File: src/rtl/bullet_sched_pkg.sv
// Shared types and constants for the bullet scheduler: slot states,
// position/direction widths and the direction encoding.
package bullet_sched_pkg;

  localparam int POS_W = 5;
  localparam int DIR_W = 2;

  localparam logic [DIR_W-1:0] DIR_UP    = 2'b00;
  localparam logic [DIR_W-1:0] DIR_DOWN  = 2'b01;
  localparam logic [DIR_W-1:0] DIR_LEFT  = 2'b10;
  localparam logic [DIR_W-1:0] DIR_RIGHT = 2'b11;

  typedef enum logic [2:0] {
    IDLE,
    LOAD,
    LAUNCH,
    FLY,
    RELEASE
  } slot_state_t;

endpackage

File: src/rtl/bullet_slot_fsm.sv
// One bullet engine slot: feedback synchronizer, launch/fly sequencer,
// launch timeout and the shot parameters captured at grant time.
module bullet_slot_fsm
  import bullet_sched_pkg::*;
#(
  parameter int OW        = 2,
  parameter int LAUNCH_TO = 8_000_000
) (
  input  logic             clk,
  input  logic             rst,
  input  logic             grant,
  input  logic [POS_W-1:0] x_in,
  input  logic [POS_W-1:0] y_in,
  input  logic [DIR_W-1:0] dir_in,
  input  logic [OW-1:0]    owner_in,
  input  logic             fb,
  output logic             bul_state,
  output logic [DIR_W-1:0] bul_dir,
  output logic [POS_W-1:0] bul_x_init,
  output logic [POS_W-1:0] bul_y_init,
  output logic [OW-1:0]    owner,
  output logic             idle,
  output logic             releasing,
  output logic             busy_nx
);

  localparam logic [23:0] TO_LAST = 24'(LAUNCH_TO - 1);

  slot_state_t state, next_state;
  logic        fb_q1, fb_s;
  logic [23:0] to_cnt;
  logic        bul_state_d;

  always_ff @(posedge clk) begin
    if (rst) state <= IDLE;
    else     state <= next_state;
  end

  always_comb begin
    next_state = state;
    case (state)
      IDLE:    if (grant) next_state = LOAD;
      LOAD:    next_state = LAUNCH;
      LAUNCH: begin
        if (fb_s)                  next_state = FLY;
        else if (to_cnt == TO_LAST) next_state = RELEASE;
      end
      FLY:     if (!fb_s) next_state = RELEASE;
      RELEASE: next_state = IDLE;
      default: next_state = IDLE;
    endcase
  end

  // The launch level is registered from the next state so it is glitch-free
  // and drops on the same edge that sampled a reset.
  always_comb begin
    bul_state_d = (next_state == LAUNCH) || (next_state == FLY);
    busy_nx     = (next_state != IDLE);
    idle        = (state == IDLE);
    releasing   = (state == RELEASE);
  end

  always_ff @(posedge clk) begin
    if (rst) begin
      fb_q1      <= 1'b0;
      fb_s       <= 1'b0;
      to_cnt     <= '0;
      bul_state  <= 1'b0;
      bul_dir    <= DIR_UP;
      bul_x_init <= '0;
      bul_y_init <= '0;
      owner      <= '0;
    end else begin
      fb_q1     <= fb;
      fb_s      <= fb_q1;
      to_cnt    <= (state == LAUNCH) ? to_cnt + 24'd1 : '0;
      bul_state <= bul_state_d;
      if (state == IDLE && grant) begin
        bul_dir    <= dir_in;
        bul_x_init <= x_in;
        bul_y_init <= y_in;
        owner      <= owner_in;
      end
    end
  end

endmodule

File: src/rtl/bullet_scheduler.sv
// Round-robin fire arbiter sharing N_BUL bullet engines among N_TANK tanks.
// Optional per-tank re-arm delay enabled by defining BULLET_COOLDOWN_EN.
module bullet_scheduler
  import bullet_sched_pkg::*;
#(
  parameter int N_TANK    = 4,
  parameter int N_BUL     = 4,
  parameter int LAUNCH_TO = 8_000_000,
  parameter int COOLDOWN  = 6_250_000,
  localparam int OW       = $clog2(N_TANK)
) (
  input  logic                    clk,
  input  logic                    rst,
  input  logic [N_TANK-1:0]       fire_req,
  input  logic [N_TANK*POS_W-1:0] fire_x,
  input  logic [N_TANK*POS_W-1:0] fire_y,
  input  logic [N_TANK*DIR_W-1:0] fire_dir,
  output logic [N_TANK-1:0]       fire_ack,
  output logic [N_TANK-1:0]       fire_busy,
  output logic [N_BUL-1:0]        bul_state,
  output logic [N_BUL*DIR_W-1:0]  bul_dir,
  output logic [N_BUL*POS_W-1:0]  bul_x_init,
  output logic [N_BUL*POS_W-1:0]  bul_y_init,
  input  logic [N_BUL-1:0]        bul_fb,
  output logic [N_BUL*OW-1:0]     slot_owner
);

  localparam int SW = (N_BUL > 1) ? $clog2(N_BUL) : 1;

  logic [N_TANK-1:0] eligible, cd_ok, busy_d;
  logic [N_BUL-1:0]  slot_idle, slot_rel, slot_busy_nx, slot_grant;
  logic [OW-1:0]     rr_ptr, winner, idx;
  logic [OW:0]       sum;
  logic [SW-1:0]     free_slot;
  logic              found, any_idle, grant_valid;
  logic [POS_W-1:0]  grant_x, grant_y;
  logic [DIR_W-1:0]  grant_dir;

  // Search tanks cyclically from rr_ptr; pick the lowest-index idle slot.
  always_comb begin
    eligible  = fire_req & ~fire_busy & cd_ok;
    found     = 1'b0;
    winner    = rr_ptr;
    sum       = '0;
    idx       = '0;
    for (int k = 0; k < N_TANK; k++) begin
      sum = {1'b0, rr_ptr} + (OW+1)'(k);
      if (sum >= (OW+1)'(N_TANK)) sum = sum - (OW+1)'(N_TANK);
      idx = sum[OW-1:0];
      if (!found && eligible[idx]) begin
        found  = 1'b1;
        winner = idx;
      end
    end
    any_idle  = 1'b0;
    free_slot = '0;
    for (int s = N_BUL - 1; s >= 0; s--) begin
      if (slot_idle[s]) begin
        any_idle  = 1'b1;
        free_slot = SW'(s);
      end
    end
    grant_valid = found && any_idle;
    slot_grant  = '0;
    if (grant_valid) slot_grant[free_slot] = 1'b1;
    grant_x   = '0;
    grant_y   = '0;
    grant_dir = '0;
    for (int t = 0; t < N_TANK; t++) begin
      if (winner == OW'(t)) begin
        grant_x   = fire_x[t*POS_W +: POS_W];
        grant_y   = fire_y[t*POS_W +: POS_W];
        grant_dir = fire_dir[t*DIR_W +: DIR_W];
      end
    end
  end

  // A tank is busy next cycle if any slot it will own is not heading to IDLE.
  always_comb begin
    busy_d = '0;
    for (int s = 0; s < N_BUL; s++) begin
      for (int t = 0; t < N_TANK; t++) begin
        if (slot_busy_nx[s] &&
            ((slot_grant[s] ? winner : slot_owner[s*OW +: OW]) == OW'(t)))
          busy_d[t] = 1'b1;
      end
    end
  end

  always_ff @(posedge clk) begin
    if (rst) begin
      rr_ptr    <= '0;
      fire_ack  <= '0;
      fire_busy <= '0;
    end else begin
      fire_ack  <= '0;
      fire_busy <= busy_d;
      if (grant_valid) begin
        fire_ack[winner] <= 1'b1;
        rr_ptr <= (winner == OW'(N_TANK - 1)) ? '0 : winner + 1'b1;
      end
    end
  end

`ifdef BULLET_COOLDOWN_EN
  localparam int CD_W = $clog2(COOLDOWN + 1);
  logic [CD_W-1:0]   cd_cnt [N_TANK];
  logic [N_TANK-1:0] cd_load;

  always_comb begin
    cd_load = '0;
    for (int s = 0; s < N_BUL; s++)
      if (slot_rel[s]) cd_load[slot_owner[s*OW +: OW]] = 1'b1;
    for (int t = 0; t < N_TANK; t++)
      cd_ok[t] = (cd_cnt[t] == '0);
  end

  always_ff @(posedge clk) begin
    for (int t = 0; t < N_TANK; t++) begin
      if (rst)                 cd_cnt[t] <= '0;
      else if (cd_load[t])     cd_cnt[t] <= CD_W'(COOLDOWN);
      else if (cd_cnt[t] != 0) cd_cnt[t] <= cd_cnt[t] - 1'b1;
    end
  end
`else
  assign cd_ok = {N_TANK{COOLDOWN >= 0}};
`endif

  for (genvar s = 0; s < N_BUL; s++) begin : g_slot
    bullet_slot_fsm #(
      .OW        (OW),
      .LAUNCH_TO (LAUNCH_TO)
    ) u_slot (
      .clk        (clk),
      .rst        (rst),
      .grant      (slot_grant[s]),
      .x_in       (grant_x),
      .y_in       (grant_y),
      .dir_in     (grant_dir),
      .owner_in   (winner),
      .fb         (bul_fb[s]),
      .bul_state  (bul_state[s]),
      .bul_dir    (bul_dir[s*DIR_W +: DIR_W]),
      .bul_x_init (bul_x_init[s*POS_W +: POS_W]),
      .bul_y_init (bul_y_init[s*POS_W +: POS_W]),
      .owner      (slot_owner[s*OW +: OW]),
      .idle       (slot_idle[s]),
      .releasing  (slot_rel[s]),
      .busy_nx    (slot_busy_nx[s])
    );
  end

endmodule

File: config.mk
export PLATFORM = sky130hd
export DESIGN_NAME = bullet_scheduler
export DESIGN_NICKNAME = d
export VERILOG_FILES = /design/src/rtl/bullet_sched_pkg.sv /design/src/rtl/bullet_slot_fsm.sv /design/src/rtl/bullet_scheduler.sv
export SDC_FILE = /design/constraint.sdc
export NUM_CORES = 1
export LEC_CHECK = 0
export BUFFER_PORTS_ARGS = -buffer_cell sky130_fd_sc_hd__buf_2
export CAP_MARGIN = 10
export CELL_PAD_IN_SITES_DETAIL_PLACEMENT = 0
export CELL_PAD_IN_SITES_GLOBAL_PLACEMENT = 1
export CORE_MARGIN = 1.5
export CORE_UTILIZATION = 25
export CTS_CLUSTER_DIAMETER = 80
export DETAILED_ROUTE_END_ITERATION = 8
export HOLD_SLACK_MARGIN = 0.15
export PLACE_DENSITY = 0.57
export SKIP_CTS_REPAIR_TIMING = 1
export SLEW_MARGIN = 20
export SYNTH_ARGS = -nofsm -noshare
export SYNTH_HDL_FRONTEND = slang
export SYNTH_SLANG_ARGS = --single-unit
File: constraint.sdc
create_clock -name clk -period 2.6 [get_ports clk]
set_input_delay 0.39 -clock clk [delete_from_list [all_inputs] [get_ports clk]]
set_output_delay 0.39 -clock clk [all_outputs]
set_load 0.01 [all_outputs]
# --- Yosys cells after proc, flatten, opt, wreduce, memory -nomap -nowiden ---
# Index checks and enable logic that the tools add are counted.
# W data, S select, Z words.
classes:
  n_lt_le_gt_ge: 12
  n_mux: 86
  add_sub_neg: 12
  bitwise_logic: 7
  eq_ne: 39
  reduce_logical: 51
op_table:
  columns: ["cell", "count"]
  rows:
  - ["$add A24 B1 Y24 const B", 4]
  - ["$eq A24 B23 Y1 const B", 4]
  - ["$eq A3 B2 Y1 const B", 16]
  - ["$mux W3", 16]
  - ["$pmux W3 S4", 4]
  - ["$mux W2", 21]
  - ["$mux W5", 8]
  - ["$mux W1", 30]
  - ["$logic_and A1 B1 Y1", 26]
  - ["$eq A2 B2 Y1 const B", 10]
  - ["$lt A2 B3 Y1 const B", 6]
  - ["$eq A3 B1 Y1 const B", 4]
  - ["$logic_not A3 Y1", 4]
  - ["$reduce_bool A3 Y1", 4]
  - ["$eq A2 B1 Y1 const B", 5]
  - ["$logic_not A2 Y1", 5]
  - ["$reduce_or A2 Y1", 5]
  - ["$ge A3 B3 Y1 const B", 3]
  - ["$bmux W1 S2", 4]
  - ["$sub A2 B1 Y2 const B", 4]
  - ["$add A2 B2 Y3 const B", 2]
  - ["$not A1 Y1", 5]
  - ["$and A4 B4 Y4", 1]
  - ["$demux W1 S2", 2]
  - ["other kinds (8)", 14]
totals:
  regBits: 186
  wordCells: 246
  input_bits: 58
  output_inout_bits: 68

# --- Depth between registers and ports, before layout ---
depth:
  word_depth: 24
  ltp_mapped: 12
  ltp_nobuf: 11

# --- By module ---
# A second synthesis with hierarchy kept.
hier_totals:
  cells_unflattened: 1042
  area_unflattened_um2: 8552.0
by_module_without_submodules:
  columns: ["mod", "instances", "seq_area_each_um2", "area_each_um2", "cells_each"]
  rows:
  - ["bullet_slot_fsm (g_slot[0].u_slot ...)", 3, 880.8, 1856.8, 216]
  - ["bullet_slot_fsm (g_slot[3].u_slot)", 1, 880.8, 1793.0, 211]
  - ["bullet_scheduler", 1, 200.2, 1188.6, 183]

# --- Worst setup path after synthesis ---
# OpenSTA, ideal clock, no wires.
synth_path:
  path_kind: "register -> register"
  start: "register fire_busy[0]"
  end: "register g_slot[2].u_slot.bul_x_init[1]"
  path_stages_with_launch: 13
  setup_slack_ps: -24
  n_path_buf: 1
  t_arrival_ps: 2486
  setup_ps: 137
  required_time_ps: 2463
  synth_period_minus_slack_ps: 2624
  cell_sequence: "dfxtp_1 > nand2b_1 > a2bb2oi_1 > a2bb2oi_1 > nand2_1 > inv_1 > ha_1 > nor2b_1 > clkbuf_1 > a221oi_1 > nor3_1 > a21oi_1 > a211oi_1"
synth_between:
  elab_chain_len: 19
  elab_cells_between_ends: 35
  classes_between: "3 x eq/ne; 21 x mux; 2 x bitwise; 9 x reduce/logical"
synth_lines:
  columns: ["item", "line_no", "text"]
  rows:
  - ["start: declaration", "bullet_scheduler.sv:19", "output logic [N_TANK-1:0] fire_busy,"]
  - ["start signal: assignment", "bullet_scheduler.sv:97", "fire_busy <= busy_d;"]
  - ["$not A4 Y4 *", "bullet_scheduler.sv:41", "eligible = fire_req & ~fire_busy & cd_ok;"]
  - ["$and A4 B4 Y4 *", "bullet_scheduler.sv:41", null]
  - ["$bmux W1 S2", "bullet_scheduler.sv:50", "if (!found && eligible[idx]) begin"]
  - ["$mux W1 (not written as such)", "bullet_scheduler.sv:50", null]
  - ["$mux W1", "bullet_scheduler.sv:50", null]
  - ["$logic_not A1 Y1", "bullet_scheduler.sv:50", null]
  - ["$logic_and A1 B1 Y1", "bullet_scheduler.sv:50", null]
  - ["$mux W1", "bullet_scheduler.sv:50", null]
  - ["(+2 left out)", null, null]
  - ["$mux W1", "bullet_scheduler.sv:50", null]
  - ["$logic_not A1 Y1", "bullet_scheduler.sv:50", null]
  - ["$logic_and A1 B1 Y1", "bullet_scheduler.sv:50", null]
  - ["$mux W2 *", "bullet_scheduler.sv:50", null]
  - ["named net g_slot[0].u_slot.owner_in[0]", "bullet_slot_fsm.sv:15", "input logic [OW-1:0] owner_in,"]
  - ["$logic_not A2 Y1", "bullet_scheduler.sv:70", "if (winner == OW'(t)) begin"]
  - ["$mux W5 (3 in series)", "bullet_scheduler.sv:70", null]
  - ["$mux W5 *", "bullet_scheduler.sv:70", null]
  - ["end signal: assignment", "bullet_slot_fsm.sv:80", "bul_x_init <= x_in;"]
  - ["end: declaration", "bullet_slot_fsm.sv:19", "output logic [POS_W-1:0] bul_x_init,"]
# The timed path passes the listed nets; every way through them passes the cells marked *. The select of a mux whose other input is x is not followed.
# A chain may end at the register's enable or synchronous reset.

# --- Worst setup path after layout ---
layout_path:
  start: "register fire_busy[2]"
  end: "register g_slot[3].u_slot.bul_dir[0]"
layout_between:
  elab_chain_len: 19
  elab_cells_between_ends: 35
  classes_between: "3 x eq/ne; 21 x mux; 2 x bitwise; 9 x reduce/logical"
layout_lines:
  columns: ["item", "line_no", "text"]
  rows:
  - ["$not A4 Y4 *", "bullet_scheduler.sv:41", null]
  - ["$and A4 B4 Y4 *", "bullet_scheduler.sv:41", null]
  - ["$bmux W1 S2", "bullet_scheduler.sv:50", null]
  - ["$mux W1 (not written as such)", "bullet_scheduler.sv:50", null]
  - ["$mux W1", "bullet_scheduler.sv:50", null]
  - ["$logic_not A1 Y1", "bullet_scheduler.sv:50", null]
  - ["$logic_and A1 B1 Y1", "bullet_scheduler.sv:50", null]
  - ["$mux W1", "bullet_scheduler.sv:50", null]
  - ["$logic_not A1 Y1", "bullet_scheduler.sv:50", null]
  - ["$logic_and A1 B1 Y1", "bullet_scheduler.sv:50", null]
  - ["$mux W1", "bullet_scheduler.sv:50", null]
  - ["$logic_not A1 Y1", "bullet_scheduler.sv:50", null]
  - ["$logic_and A1 B1 Y1", "bullet_scheduler.sv:50", null]
  - ["$mux W2", "bullet_scheduler.sv:50", null]
  - ["$logic_not A2 Y1", "bullet_scheduler.sv:70", null]
  - ["$mux W2 (4 in series)", "bullet_scheduler.sv:70", null]
  - ["end signal: assignment", "bullet_slot_fsm.sv:79", "bul_dir <= dir_in;"]
  - ["end: declaration", "bullet_slot_fsm.sv:18", "output logic [DIR_W-1:0] bul_dir,"]
# Mark *: on every way between the ends. The rest lies on a longest branch, timed or not. The select of a mux whose other input is x is not followed.

==> impl_metrics.ini <==
[run]
max-cap-violations = 0

[sta]
final_max_slew_viol_count = 0
finalWorstSetupSlack_ns = 0.107
timing.hold.ws_ns = 0.176
grt_setup_unrepaired = true
relSlewSlack_pct = 36.2
tns_ns = 0
setup-violations-final = 0
fin_crit_ns = 2.49
finalClockSkew_ns = 0.0113
period_share_pct = 95.9
fmaxAchievable_mhz = 401
tightest_slew_ns = 0.945
hold_viol = 0

[worst_setup_path]
path_class = reg -> reg
cp_cell_sequence = and2b_2 > o211ai_1 > o31a_1 > nand2_2 > ha_4 > nor2b_4 > buf_6 > buf_4 > a221oi_2 > nor3_2 > a21oi_1 > buf_4 > a211oi_1
worstPathMaxFanout = 5
cpPeakStageDelay_ns = 0.33
reg2reg_to = g_slot[3].u_slot.bul_dir[0]$_SDFFE_PP0P_
cp-end-kind = flip-flop
cp.required_ns = 2.89
crit_path_start_kind = flip-flop
r2r_setup_slack_ns = 0.11
cpMostUsedCell = buf_4
r2r_start = fire_busy[2]$_SDFF_PP0_
cp_slowest_cell = dfxtp_2
reg2reg_depth = 13
critPathArrivalTime_ns = 2.79

[power]
p_per_area_mw_per_mm2 = 980
p_leak_nw = 3.75
p_sw_share_pct = 36.5
seq_power_share_pct = 33.6
combPwrFrac_pct = 40.3
p_int_mw = 6.52
peakVddDrop_mv = 0.437
power.switching_mw = 3.75
p_clk_share_pct = 26.1

[hold_path]
hold_path.startpoint = bul_fb[0]
hp-class = in -> reg
worstHoldPathCells = 2
min_to = g_slot[0].u_slot.fb_q1$_SDFF_PP0_

[placement]
dp_slack_ns = -0.285
gp_congestion = 0.793
io_buffers = 125
place_inst = 1452
hpwlAfterDp_um = 16400

[clock_tree]
cts.sinks = 186
cts_buffers = 17
cts_root_buffer = clkbuf_16
clk_latency_ns = 0.43
clk_pin_slew_worst_paths_ns = 0.07
htree_levels = 4
cts_tree = yes
cts_buffer_depth = 2

[synthesis]
yosysTopAreaCell = dfxtp_1
synth_seq_cells = 186
ys_warn_count = 0
syn_nets = 983
synth.most_common_cell = dfxtp_1
synth_area_leaders = dfxtp_1 46%, nor2_1 7.7%, a211oi_1 5.0%, xor2_1 4.5%, xnor2_1 4.3%
synthArstFlopShare_pct = 0
synth_cell_types = 62
syn_area_per_cell_um2 = 8.82
synth_top_area_share_pct = 46.0
synth.yosys.seq_area_share_pct = 46.0
syn_area_mm2 = 0.00809
synth-edff-count = 0
ys.flop_type = dfxtp_1
synth.top_cells.by_count = 186 x dfxtp_1, 165 x nor2_1, 54 x a211oi_1, 44 x nand3_1, 42 x xor2_1
synthCells = 917

[floorplanning]
dieWidth_um = 183
start_util_pct = 25.5
core_mm2 = 0.0317
rows = 65
io_pins = 126
die_y_um = 183
die-area_mm2 = 0.0334

[grt]
grt_pass1_vias = 6531
antenna_found_initial = 1
grt_pass1_wl_um = 35100
grt.total_usage_pct = 13.2
grt_max_degree = 36
grt_overflow_total = 0

[cells_and_area]
regArea_mm2 = 0.00372
area_growth_pct = 29.5
nets = 1142
drive_gt1_share_pct = 27.5
fillers = 3369
fin_cells = 1492
multi_input_area_mm2 = 0.00441
fin_util_pct = 33.0

[routing]
drt_first_pass_iters = 4
ant_nets = 0
drt_iter0_markers = 335
drc = 0
wl_um = 22500
wl_per_cell_um = 15.1
vias = 6950
via_per_inst = 4.66

[run_status]
status = finished, final reports clean
how the worst max path moves through the flow:
stage / startpoint / end / slack [ns] / depth (start not counted)
final: fire_busy[2]$_SDFF_PP0_ / g_slot[3].u_slot.bul_dir[0]$_SDFFE_PP0P_ / 0.11 / 13
after global routing: fire_busy[0]$_SDFF_PP0_ / g_slot[3].u_slot.bul_dir[0]$_SDFFE_PP0P_ / -0.04 / 14
after CTS: fire_busy[3]$_SDFF_PP0_ / g_slot[2].u_slot.bul_y_init[4]$_SDFFE_PP0P_ / -0.16 / 12
after detailed placement: fire_req[3] / g_slot[0].u_slot.bul_x_init[2]$_SDFFE_PP0P_ / -0.29 / 13
after global placement: fire_req[3] / g_slot[0].u_slot.bul_x_init[2]$_SDFFE_PP0P_ / -0.23 / 13
after floorplan: rr_ptr[1]$_SDFFE_PP0N_ / g_slot[2].u_slot.bul_x_init[1]$_SDFFE_PP0P_ / 0.05 / 12
layer usage:
layer  GRT usage [%]  wire length (um)
met5               0                 0
met4            3.74               372
met3            3.28              1060
met2            21.3             10100
met1            17.6             10900
flip-flops by register name, indices dropped and copies added, names as in the netlist, 8 cells and up:
register,count
g_slot.u_slot.bul_dir,8
g_slot.u_slot.bul_x_init,20
g_slot.u_slot.bul_y_init,20
g_slot.u_slot.owner,8
g_slot.u_slot.state,12
g_slot.u_slot.to_cnt,96
metrics by stage:
stage	instance area, um^2	total power [mW]
finish	10500	10.3
global route	10500	10.9
CTS	10100	9.73
detailed placement	9460	7.01
global placement	9460	7.01
floorplan	8100	5.32
power by group through the flow:
stage / registers, mW / logic, mW / clock network, mW
global placement: 3.50 / 3.51 / 0
CTS: 3.45 / 3.51 / 2.78
detailed placement: 3.51 / 3.49 / 0
floorplan: 3.59 / 1.73 / 0
global route: 3.49 / 4.48 / 2.90
finish: 3.45 / 4.14 / 2.68
placed cells by master, fill, tap and decap left out, types with 4 or more instances in the layout:
cell type	n
nor3_2	10
nor4_1	14
a21oi_2	6
nand2b_1	11
clkinvlp_4	5
nand3_1	44
o221ai_1	4
and3_1	16
inv_1	18
buf_4	56
nand4_1	27
clkbuf_16	17
nor2_1	165
xnor2_1	40
a221oi_2	11
or3_1	12
a211oi_2	20
nor3_1	29
nand3b_1	5
ha_1	4
buf_6	8
a31oi_1	5
and4_1	7
inv_6	4
a21oi_1	23
xor2_1	42
o21ai_0	10
a211oi_1	34
buf_2	125
nor2b_1	20
dfxtp_1	185
and2_1	11
nand2_1	30
cells by family (layout without fill, tap and decap cells):
kind of cell | Yosys count | after routing | share of synthesized area (%)
AOI/OAI and AO/OA | 138 | 138 | 12.4
muxes | 6 | 6 | 0.789
adders and majority gates | 8 | 8 | 1.24
and+or+nand+nor | 427 | 427 | 27.1
xor gates and xnor gates | 82 | 82 | 8.88
other | 0 | 1 | 0
DFF | 186 | 186 | 46.0
buffers and inverters | 70 | 242 | 3.60
layout make-up:
cell class                      count  share of cell area [%]
Timing Repair Buffer              190                    11.0
Clock inverter                     14                    1.53
Tap cell                          402                    4.80
Inverter                           20                   0.717
Clock buffer                       18                    4.19
Sequential cell                   186                    35.6
Multi-Input combinational cell    661                    42.1
Antenna cell                        1                  0.0239
critical path, delay by kind of cell (launching register included):
family,cells,cell delay (ns)
buffers and inverters,3,0.41
adder cells (fa/ha/maj),1,0.18
AO/OA/AOI/OAI,5,0.86
AND/OR/NAND/NOR,4,0.57
flip-flops,1,0.33
No activity file was read; power rests on OpenSTA's default activity.
